`config.mk`:
```
export PLATFORM = sky130hd
export DESIGN_NAME = ar_arbiter
export DESIGN_NICKNAME = d
export VERILOG_FILES = /design/src/rtl/ar_arb_pkg.sv /design/src/rtl/ar_arb_pick.sv /design/src/rtl/ar_arbiter.sv
export SDC_FILE = /design/constraint.sdc
export NUM_CORES = 1
export LEC_CHECK = 0
export ABC_AREA = 0
export CAP_MARGIN = 40
export CELL_PAD_IN_SITES_DETAIL_PLACEMENT = 1
export CELL_PAD_IN_SITES_GLOBAL_PLACEMENT = 2
export CORE_MARGIN = 8
export CORE_UTILIZATION = 22
export CTS_BUF_LIST = sky130_fd_sc_hd__clkbuf_4 sky130_fd_sc_hd__clkbuf_8 sky130_fd_sc_hd__clkbuf_16
export DETAILED_ROUTE_END_ITERATION = 7
export PLACE_DENSITY = 0.87
export SYNTH_ARGS = -nofsm -noshare
export SYNTH_HDL_FRONTEND = slang
export SYNTH_HIERARCHICAL = 1
export SYNTH_SLANG_ARGS = --single-unit
```
`constraint.sdc`:
```
create_clock -name clk -period 2.52 [get_ports clk]
set_clock_uncertainty 0.05 [all_clocks]
set_input_delay 0.63 -clock clk [delete_from_list [all_inputs] [get_ports clk]]
set_output_delay 0.63 -clock clk [all_outputs]
set_load 0.02 [all_outputs]
```
`src/rtl/ar_arb_pkg.sv`:
```
// Shared types and default sizing for the AR sequencer/arbiter.
package ar_arb_pkg;

  localparam int AR_ARB_N_REQ    = 4;
  localparam int AR_ARB_AW       = 16;
  localparam int AR_ARB_MAX_WAIT = 15;

  typedef enum logic [1:0] {
    IDLE    = 2'd0,
    LOAD    = 2'd1,
    ACCESS  = 2'd2,
    RELEASE = 2'd3
  } ar_arb_state_t;

  function automatic int idx_width(input int n);
    return (n > 1) ? $clog2(n) : 1;
  endfunction

endpackage

```
`src/rtl/ar_arb_pick.sv`:
```
// Combinational requester picker: first active request found scanning
// upward from the start pointer, wrapping at N_REQ.
module ar_arb_pick
  import ar_arb_pkg::*;
#(
  parameter  int N_REQ = AR_ARB_N_REQ,
  localparam int IW    = idx_width(N_REQ)
) (
  input  logic [N_REQ-1:0] req,
  input  logic [IW-1:0]    ptr,
  output logic [N_REQ-1:0] win_oh,
  output logic [IW-1:0]    win_idx,
  output logic             win_vld
);

  function automatic logic [IW-1:0] wrap_idx(input logic [IW-1:0] p, input int k);
    int s;
    s = int'(p) + k;
    if (s >= N_REQ) s = s - N_REQ;
    return IW'(s);
  endfunction

  // NOTE: every output gets a default before the loop, so no path can
  // leave one unassigned and infer a latch.
  always_comb begin
    win_oh  = '0;
    win_idx = '0;
    win_vld = 1'b0;
    for (int k = 0; k < N_REQ; k++) begin
      if (!win_vld && req[wrap_idx(ptr, k)]) begin
        win_vld                  = 1'b1;
        win_oh[wrap_idx(ptr, k)] = 1'b1;
        win_idx                  = wrap_idx(ptr, k);
      end
    end
  end

endmodule

```
`src/rtl/ar_arbiter.sv`:
```
// AR load / memory strobe sequencer with requester arbitration and watchdog.
// Define AR_ARB_ROUND_ROBIN_EN for round-robin; default is fixed priority.
module ar_arbiter
  import ar_arb_pkg::*;
#(
  parameter int N_REQ    = AR_ARB_N_REQ,
  parameter int AW       = AR_ARB_AW,
  parameter int MAX_WAIT = AR_ARB_MAX_WAIT
) (
  input  logic                clk,
  input  logic                rst_b,
  input  logic [N_REQ-1:0]    req,
  input  logic [N_REQ*AW-1:0] req_addr,
  input  logic [N_REQ-1:0]    req_wr,
  output logic [N_REQ-1:0]    gnt,
  output logic [N_REQ-1:0]    done,
  output logic                err,
  output logic                ar_en,
  output logic [AW-1:0]       ar_d,
  output logic                mem_rd,
  output logic                mem_wr,
  input  logic                mem_ack,
  output logic                busy
);

  localparam int         IW       = idx_width(N_REQ);
  localparam logic [7:0] CNT_LAST = 8'(MAX_WAIT - 1);

  ar_arb_state_t state_q, state_d;
  logic [IW-1:0] w_q;
  logic          wr_q;
  logic          abort_q;
  logic [7:0]    cnt_q;

  logic [IW-1:0]    pick_ptr;
  logic [N_REQ-1:0] pick_oh;
  logic [IW-1:0]    pick_idx;
  logic             pick_vld;
  logic             wr_sel;
  logic [N_REQ-1:0] w_oh;

`ifdef AR_ARB_ROUND_ROBIN_EN
  logic [IW-1:0] ptr_q;

  // Pointer moves past the requester just served, aborted or not.
  always_ff @(posedge clk or negedge rst_b) begin
    if (!rst_b) begin
      ptr_q <= '0;
    end else if (state_q == RELEASE) begin
      ptr_q <= (w_q == IW'(N_REQ - 1)) ? '0 : w_q + IW'(1);
    end
  end

  assign pick_ptr = ptr_q;
`else
  assign pick_ptr = '0;
`endif

  ar_arb_pick #(.N_REQ(N_REQ)) u_pick (
    .req     (req),
    .ptr     (pick_ptr),
    .win_oh  (pick_oh),
    .win_idx (pick_idx),
    .win_vld (pick_vld)
  );

  assign wr_sel = |(pick_oh & req_wr);

  always_comb begin
    state_d = state_q;
    case (state_q)
      IDLE:    if (pick_vld) state_d = LOAD;
      LOAD:    state_d = ACCESS;
      ACCESS:  if (mem_ack || cnt_q == CNT_LAST) state_d = RELEASE;
      RELEASE: state_d = IDLE;
      default: state_d = IDLE;
    endcase
  end

  // NOTE: sequential state uses non-blocking assignments only, so every
  // register sees the pre-edge values of the others.
  always_ff @(posedge clk or negedge rst_b) begin
    if (!rst_b) begin
      state_q <= IDLE;
      w_q     <= '0;
      wr_q    <= 1'b0;
      abort_q <= 1'b0;
      cnt_q   <= '0;
    end else begin
      state_q <= state_d;
      case (state_q)
        IDLE: begin
          if (pick_vld) begin
            w_q  <= pick_idx;
            wr_q <= wr_sel;
          end
        end
        LOAD: cnt_q <= '0;
        ACCESS: begin
          if (!mem_ack) begin
            if (cnt_q == CNT_LAST) abort_q <= 1'b1;
            else                   cnt_q   <= cnt_q + 8'd1;
          end
        end
        RELEASE: begin
          w_q     <= '0;
          abort_q <= 1'b0;
          cnt_q   <= '0;
        end
        default: ;
      endcase
    end
  end

  assign w_oh = N_REQ'(1) << w_q;

  // Outputs decode registered state only; ar_d forwards the winner's address.
  always_comb begin
    gnt    = '0;
    done   = '0;
    err    = 1'b0;
    ar_en  = 1'b0;
    ar_d   = '0;
    mem_rd = 1'b0;
    mem_wr = 1'b0;
    busy   = (state_q != IDLE);
    case (state_q)
      LOAD: begin
        gnt   = w_oh;
        ar_en = 1'b1;
        ar_d  = req_addr[int'(w_q)*AW +: AW];
      end
      ACCESS: begin
        gnt    = w_oh;
        mem_rd = !wr_q;
        mem_wr = wr_q;
      end
      RELEASE: begin
        gnt  = w_oh;
        done = w_oh;
        err  = abort_q;
      end
      default: ;
    endcase
  end

endmodule

```
Yosys cells after proc, flatten, opt, wreduce, memory -nomap -nowiden --
Index checks and enable logic that the tools add are counted.
Storage, ports and cells: flip-flop bits (word level) 14, bits in latches 0, bits in writable memories 0, memory bits (read-only) 0, input port bits 75, output and inout bits 29, logic and storage cells 95, memories 0
Operators by class: add/subtract/negate cells 1, multiply operators 0, div/mod/pow operators 0, magnitude comparators 8, equal/unequal tests 9, shifts and indexed selects 2, mux-type cells 41, bitwise operators 4, reductions and logical operators 25
Operators by type and width (number):
- $shiftx 64x7->16 | 1
- $mux 4 | 6
- $mux 2 | 9
- $mux 16 | 1
- $mux 8 | 2
- $pmux 8 s2 | 1
- $mux 1 | 15
- $lt 2x3->1 const B | 4
- $or 4x4->4 | 3
- $ne 2x2->1 const B | 5
- $add 8x1->8 const B | 1
- $demux 1 s2 | 4
- $eq 8x4->1 const B | 1
- $ge 2x1->1 const B | 4
- $pmux 2 s4 | 1
- $reduce_bool 2->1 | 4
- $logic_and 1x1->1 | 7
- $reduce_and 2->1 | 3
- $reduce_and 3->1 | 2
- $and 4x4->4 | 1
- $eq 2x2->1 const B | 2
- $logic_not 1->1 | 4
- $pmux 2 s2 | 1
- $reduce_or 4->1 | 1
- other kinds (7) | 7

Longest topological paths before layout --
depth in word-level cells 18, mapped depth 11, depth with buffers taken out 9

Cells and area by module --
The synthesis kept the hierarchy.
Modules (own cells, without submodules):
- ar_arbiter | times used 1, cells each 135, area an instance 1406.3 sq um, seq. area each 350.3 sq um
- ar_arb_pick | times used 1, cells each 45, area an instance 419.2 sq um, seq. area each 0.0 sq um

Worst setup path after synthesis --
No wires, ideal clock.
path kind input-to-reg, start in req[1], end reg state_q[1], library setup time 0.127 ns, arrival 2.238 ns, data required time 2.343 ns, setup slack 0.105 ns, cell stages on the path 7, buffers on the path 1, cells stage by stage mux4_2 buf_6 nor3_1 nand2b_1 nor2_1 and2b_1 mux2_1
Between the ends: longest elaborated chain between the ends 10
Ends and longest elaborated chain:
- start, declared | RTL line ar_arbiter.sv:12 | input logic [N_REQ-1:0] req,
- $logic_and 1x1->1 * | RTL line ar_arb_pick.sv:30 | if (!win_vld && req[wrap_idx(ptr, k)]) begin
- $mux 1 * | RTL line ar_arb_pick.sv:30
- $logic_not 1->1 | RTL line ar_arb_pick.sv:30
- $logic_and 1x1->1 | RTL line ar_arb_pick.sv:30
- $mux 1 * | RTL line ar_arb_pick.sv:30
- $logic_not 1->1 | RTL line ar_arb_pick.sv:30
- $logic_and 1x1->1 | RTL line ar_arb_pick.sv:30
- $mux 1 * | RTL line ar_arb_pick.sv:30
- via pick_vld | RTL line ar_arbiter.sv:38 | logic pick_vld;
- $ne 2x2->1 (no line) *
- $reduce_and 2->1 (no line) *
- end signal, assigned | RTL line ar_arbiter.sv:90 | state_q <= state_d;
- end, declared | RTL line ar_arbiter.sv:29 | ar_arb_state_t state_q, state_d;
Mark *: on every way through the listed nets, which the timed path passes. The rest lies on a longest branch. A chain may end at the register's enable or synchronous reset.

Worst setup path after layout --
start in req_addr[43], end out ar_d[11]
Between the ends: longest elaborated chain between the ends 2
Ends and longest elaborated chain:
- start, declared | RTL line ar_arbiter.sv:13 | input logic [N_REQ*AW-1:0] req_addr,
- $shiftx 64x7->16 | RTL line ar_arbiter.sv:131 | ar_d = req_addr[int'(w_q)*AW +: AW];
- $mux 16 | RTL line ar_arbiter.sv:127 | case (state_q)
- end, declared | RTL line ar_arbiter.sv:19 | output logic [AW-1:0] ar_d,
Every way passes these cells.

==> tab_implementation.tex <==
\begin{tabular}{lr}
\hline
Metric & Value \\
\hline
\multicolumn{2}{l}{\textbf{Hold path}} \\
\quad Min-Delay Path Class & reg -> reg \\
\quad Origin of the worst min-delay path & cnt\_q[7] \\
\quad Capture endpoint of the worst hold path & cnt\_q[7] \\
\quad Number of stages on the worst hold path & 1 \\
\multicolumn{2}{l}{\textbf{Worst setup path}} \\
\quad Worst Path Class, Setup & in -> out \\
\quad CP required & around 1.8 ns \\
\quad Worst Reg2Reg Path Length in Cells & 7 \\
\quad Data arrival time of the worst path & between 1.5 and 2 ns \\
\quad Worst Setup Start Kind & primary input \\
\quad Worst reg2reg setup slack & roughly 0.66 ns \\
\quad Maximum fanout along the worst path & 1 \\
\quad Worst reg2reg startpoint & state\_q[0] \\
\quad Endpoint of the worst register-to-register path & state\_q[1] \\
\quad Critical path capture point type & output port \\
\multicolumn{2}{l}{\textbf{Drt}} \\
\quad Starting DRT DRC Count & 27 \\
\quad Initial DRT Pass Iterations & 4 \\
\quad Post-route antenna net violation count & 0 \\
\quad Per-cell routed wire length & about 17 um \\
\quad Via density & roughly 4.7 \\
\quad Overall via count from detail\_route & approximately 1900 \\
\quad Wirelength, routed & 7020 um \\
\quad Number of remaining DRC errors & 0 \\
\multicolumn{2}{l}{\textbf{STA}} \\
\quad Achievable frequency & around 400 MHz \\
\quad Max-slew violation count & 0 \\
\quad Unrepaired setup endpoints after global routing & no \\
\quad Min Tclk post-route & 2.51 ns \\
\quad Final worst-path cycle share & 99.6\% \\
\quad Setup-violating endpoint count in the final report & 0 \\
\quad Number of hold violations in the final report & 0 \\
\quad Post-route setup TNS & 0 ns \\
\quad Slew at the pin closest to its max-slew limit & roughly 0.68 ns \\
\quad Slew margin rel. & between 50 and 60\% \\
\multicolumn{2}{l}{\textbf{Logic synthesis}} \\
\quad Number of synthesized flops with an enable pin & 0 \\
\quad Predominant post-synthesis flop cell & sky130\_fd\_sc\_hd\_\_dfrtp\_1 \\
\quad Top area cells in the synthesized netlist & sky130\_fd\_sc\_hd\_\_mux4\_2, sky130\_fd\_sc\_hd\_\_dfrtp\_1, sky130\_fd\_sc\_hd\_\_ha\_1 \\
\quad Yosys reg bits & 14 \\
\quad Mapped cell area & between 1500 and 2000 sq um \\
\quad Number of warnings reported in the yosys synthesis log & 6 \\
\quad Most area-hungry cell type in the Yosys netlist & sky130\_fd\_sc\_hd\_\_mux4\_2 \\
\quad Yosys cell types & slightly below 50 \\
\quad Post-Synthesis Mean Instance Area & 10.1 sq um \\
\quad Number of standard cells after synthesis & 180 \\
\quad Sequential fraction of the synthesis area & 19.2\% \\
\quad Share of synthesized registers carrying an async set or reset & between 90\% and 100\% \\
\quad Area share of the largest cell type after synthesis & between 20\% and 30\% \\
\multicolumn{2}{l}{\textbf{Clock tree}} \\
\quad Clock H-tree levels & 1 \\
\quad TritonCTS clock tree & built \\
\quad Deepest clock path buffer count & 2 \\
\quad Sink Count & 14 \\
\quad TritonCTS buffer count & 3 \\
\quad Cell at the root of the clock tree & sky130\_fd\_sc\_hd\_\_clkbuf\_8 \\
\quad Clk\_lat worst skew & 0.25 ns \\
\quad Clk slew on worst S/H paths & approximately 0.06 ns \\
\quad Post-CTS repair timing setup buffer count & 0 \\
\multicolumn{2}{l}{\textbf{Final layout}} \\
\quad Commonest cells after routing, fill and taps aside & sky130\_fd\_sc\_hd\_\_clkdlybuf4s50\_1, sky130\_fd\_sc\_hd\_\_mux4\_2, sky130\_fd\_sc\_hd\_\_buf\_4 \\
\quad Fraction of layout instances using a drive strength above 1 & between 20\% and 30\% \\
\quad Number of fill cells & 950 \\
\quad Final nets & 395 \\
\quad Leading cell type in the layout, fill and taps excluded & sky130\_fd\_sc\_hd\_\_clkdlybuf4s50\_1 \\
\quad Non-filler instance count after layout & between 400 and 500 \\
\quad Number of diodes & 0 \\
\quad Area growth from synthesis to layout & 74.6\% \\
\multicolumn{2}{l}{\textbf{Floorplan}} \\
\quad Effective utilization at floorplan & between 20\% and 30\% \\
\quad Number of top-level pins & roughly 100 \\
\quad Core Area & 8130 sq um \\
\quad Height of the die & $\sim$110 um \\
\quad Die X-Extent & around 110 um \\
\quad Die ar. & 11500 sq um \\
\quad Row Count & 33 \\
\multicolumn{2}{l}{\textbf{Status}} \\
\quad Result of the run & complete, no violations \\
\multicolumn{2}{l}{\textbf{Pwr}} \\
\quad Clock share of power & between 10\% and 20\% \\
\quad Switching Share & between 40\% and 50\% \\
\quad Ratio of total power to cell area & 674 nW/um\^{}2 \\
\quad Internal portion of total power & between 1000 and 1500 uW \\
\quad Worst supply voltage drop on vdd & between 0.15 and 0.2 mV \\
\quad Part of the total power dissipated in combinational logic & 72.6\% \\
\quad Flop pwr share & 16.9\% \\
\quad Standby leakage power & around 0.0014 uW \\
\quad Switching component of the power & 933 uW \\
\multicolumn{2}{l}{\textbf{GRT}} \\
\quad Number of global-route vias before repair & between 2000 and 2500 \\
\quad Pin count of the biggest net entering global routing & 27 \\
\quad Total global-route track usage & between 10 and 15\% \\
\quad Antenna violations before repair & 0 \\
\quad Remaining Overflow, GRT & 0 \\
\quad Wire length of the first global-routing pass & 11400 um \\
\multicolumn{2}{l}{\textbf{Placement}} \\
\quad Final HPWL from detailed placement & around 6000 um \\
\quad RePlAce Congestion & around 0.77 \\
\quad Input/output buffers & 103 \\
\quad Placed cells & a little over 400 \\
\multicolumn{2}{l}{\textbf{Flow run}} \\
\quad Count of maximum capacitance violations & 0 \\
\hline
\end{tabular}
worst max-delay path, cell delays in order:
cell                              delay [ns]
sky130_fd_sc_hd__clkdlybuf4s50_1        0.42
sky130_fd_sc_hd__mux4_2                 0.46
sky130_fd_sc_hd__and2_1                 0.16
sky130_fd_sc_hd__buf_2                  0.15
through the flow:
stage	hold slack [ns]	instance area (sq um)	power, uW	worst slack, ns	utilization, %
floorplan	0.284	1870	1280	0.105	-
global placement	0.450	3140	1950	-0.360	38.6
detailed placement	0.465	3140	1980	-0.380	38.6
CTS	0.479	3110	2110	0.00348	38.3
global route	0.522	3190	2320	0.00200	39.2
finish	0.479	3190	2150	0.0104	39.2
routing by layer:
metal | routed length, um | global-route usage [%]
met1 | 3000 | 14.7
met4 | 80 | 3.12
met3 | 443 | 2.46
met2 | 3500 | 21.6
met5 | 0 | 0
cell usage after synthesis, types with 4 or more instances:
cell type and count:
sky130_fd_sc_hd__dfrtp_1 14, sky130_fd_sc_hd__a22oi_1 10, sky130_fd_sc_hd__o21ai_0 12, sky130_fd_sc_hd__mux4_2 18, sky130_fd_sc_hd__a21oi_1 9, sky130_fd_sc_hd__and2_1 18
sky130_fd_sc_hd__ha_1 12, sky130_fd_sc_hd__nand2_1 7, sky130_fd_sc_hd__nor2_1 7, sky130_fd_sc_hd__buf_2 4, sky130_fd_sc_hd__inv_1 9
power groups by stage:
| stage | clock network, uW | registers, uW | logic, uW |
|---|---|---|---|
| final | 225 | 363 | 1560 |
| after global routing | 240 | 376 | 1700 |
| after CTS | 231 | 362 | 1520 |
| after detailed placement | 0 | 366 | 1610 |
| after global placement | 0 | 360 | 1590 |
| after floorplan | 0 | 340 | 942 |
how the worst max path moves through the flow:
| stage | start | endpoint | slack, ns | cells past startpoint |
|---|---|---|---|---|
| after detailed placement | req_addr[62] | ar_d[14] | -0.38 | 4 |
| after global routing | req_addr[43] | ar_d[11] | 0.002 | 4 |
| after global placement | req_addr[53] | ar_d[5] | -0.36 | 4 |
| after CTS | req_addr[53] | ar_d[5] | 0.003 | 4 |
| final | req_addr[43] | ar_d[11] | 0.01 | 4 |
| after floorplan | req[1] | state_q[1] | 0.10 | 7 |
layout make-up:
class / instances / area [sq um] / share of cell area, %
well taps: 105 / 131 / 4.12
inverters: 9 / 33.8 / 1.06
repair buffers: 121 / 1170 / 36.7
multi-input cells: 159 / 1450 / 45.4
flip-flops and latches: 14 / 350 / 11.0
clock buffers: 4 / 55.1 / 1.73
state kept, by name (all words and copies together), names as in the netlist:
signal / cells
abort_q: 1
cnt_q: 8
state_q: 2
w_q: 2
wr_q: 1
repair_timing:
item                       in CTS  in global routing
cloned                          0                  0
resized for setup              74                 32
pin swaps                       2                  8
setup endpoints to repair      23                 13
hold buffers                    0                  0
logic make-up (layout without fill, tap and decap cells):
group                      count (synthesis)  count (layout)  share of synthesized area (%)
AOI/OAI and AO/OA                         50              50                           18.6
xor gates and xnor gates                   1               1                          0.480
adders and majority gates                 12              12                           8.22
buffers and inverters                     19             134                           5.62
DFF                                       14              14                           19.2
muxes                                     25              25                           28.0
other                                      1              13                          0.205
and+or+nand+nor                           58              58                           19.6
No activity file was read; power rests on OpenSTA's default activity.
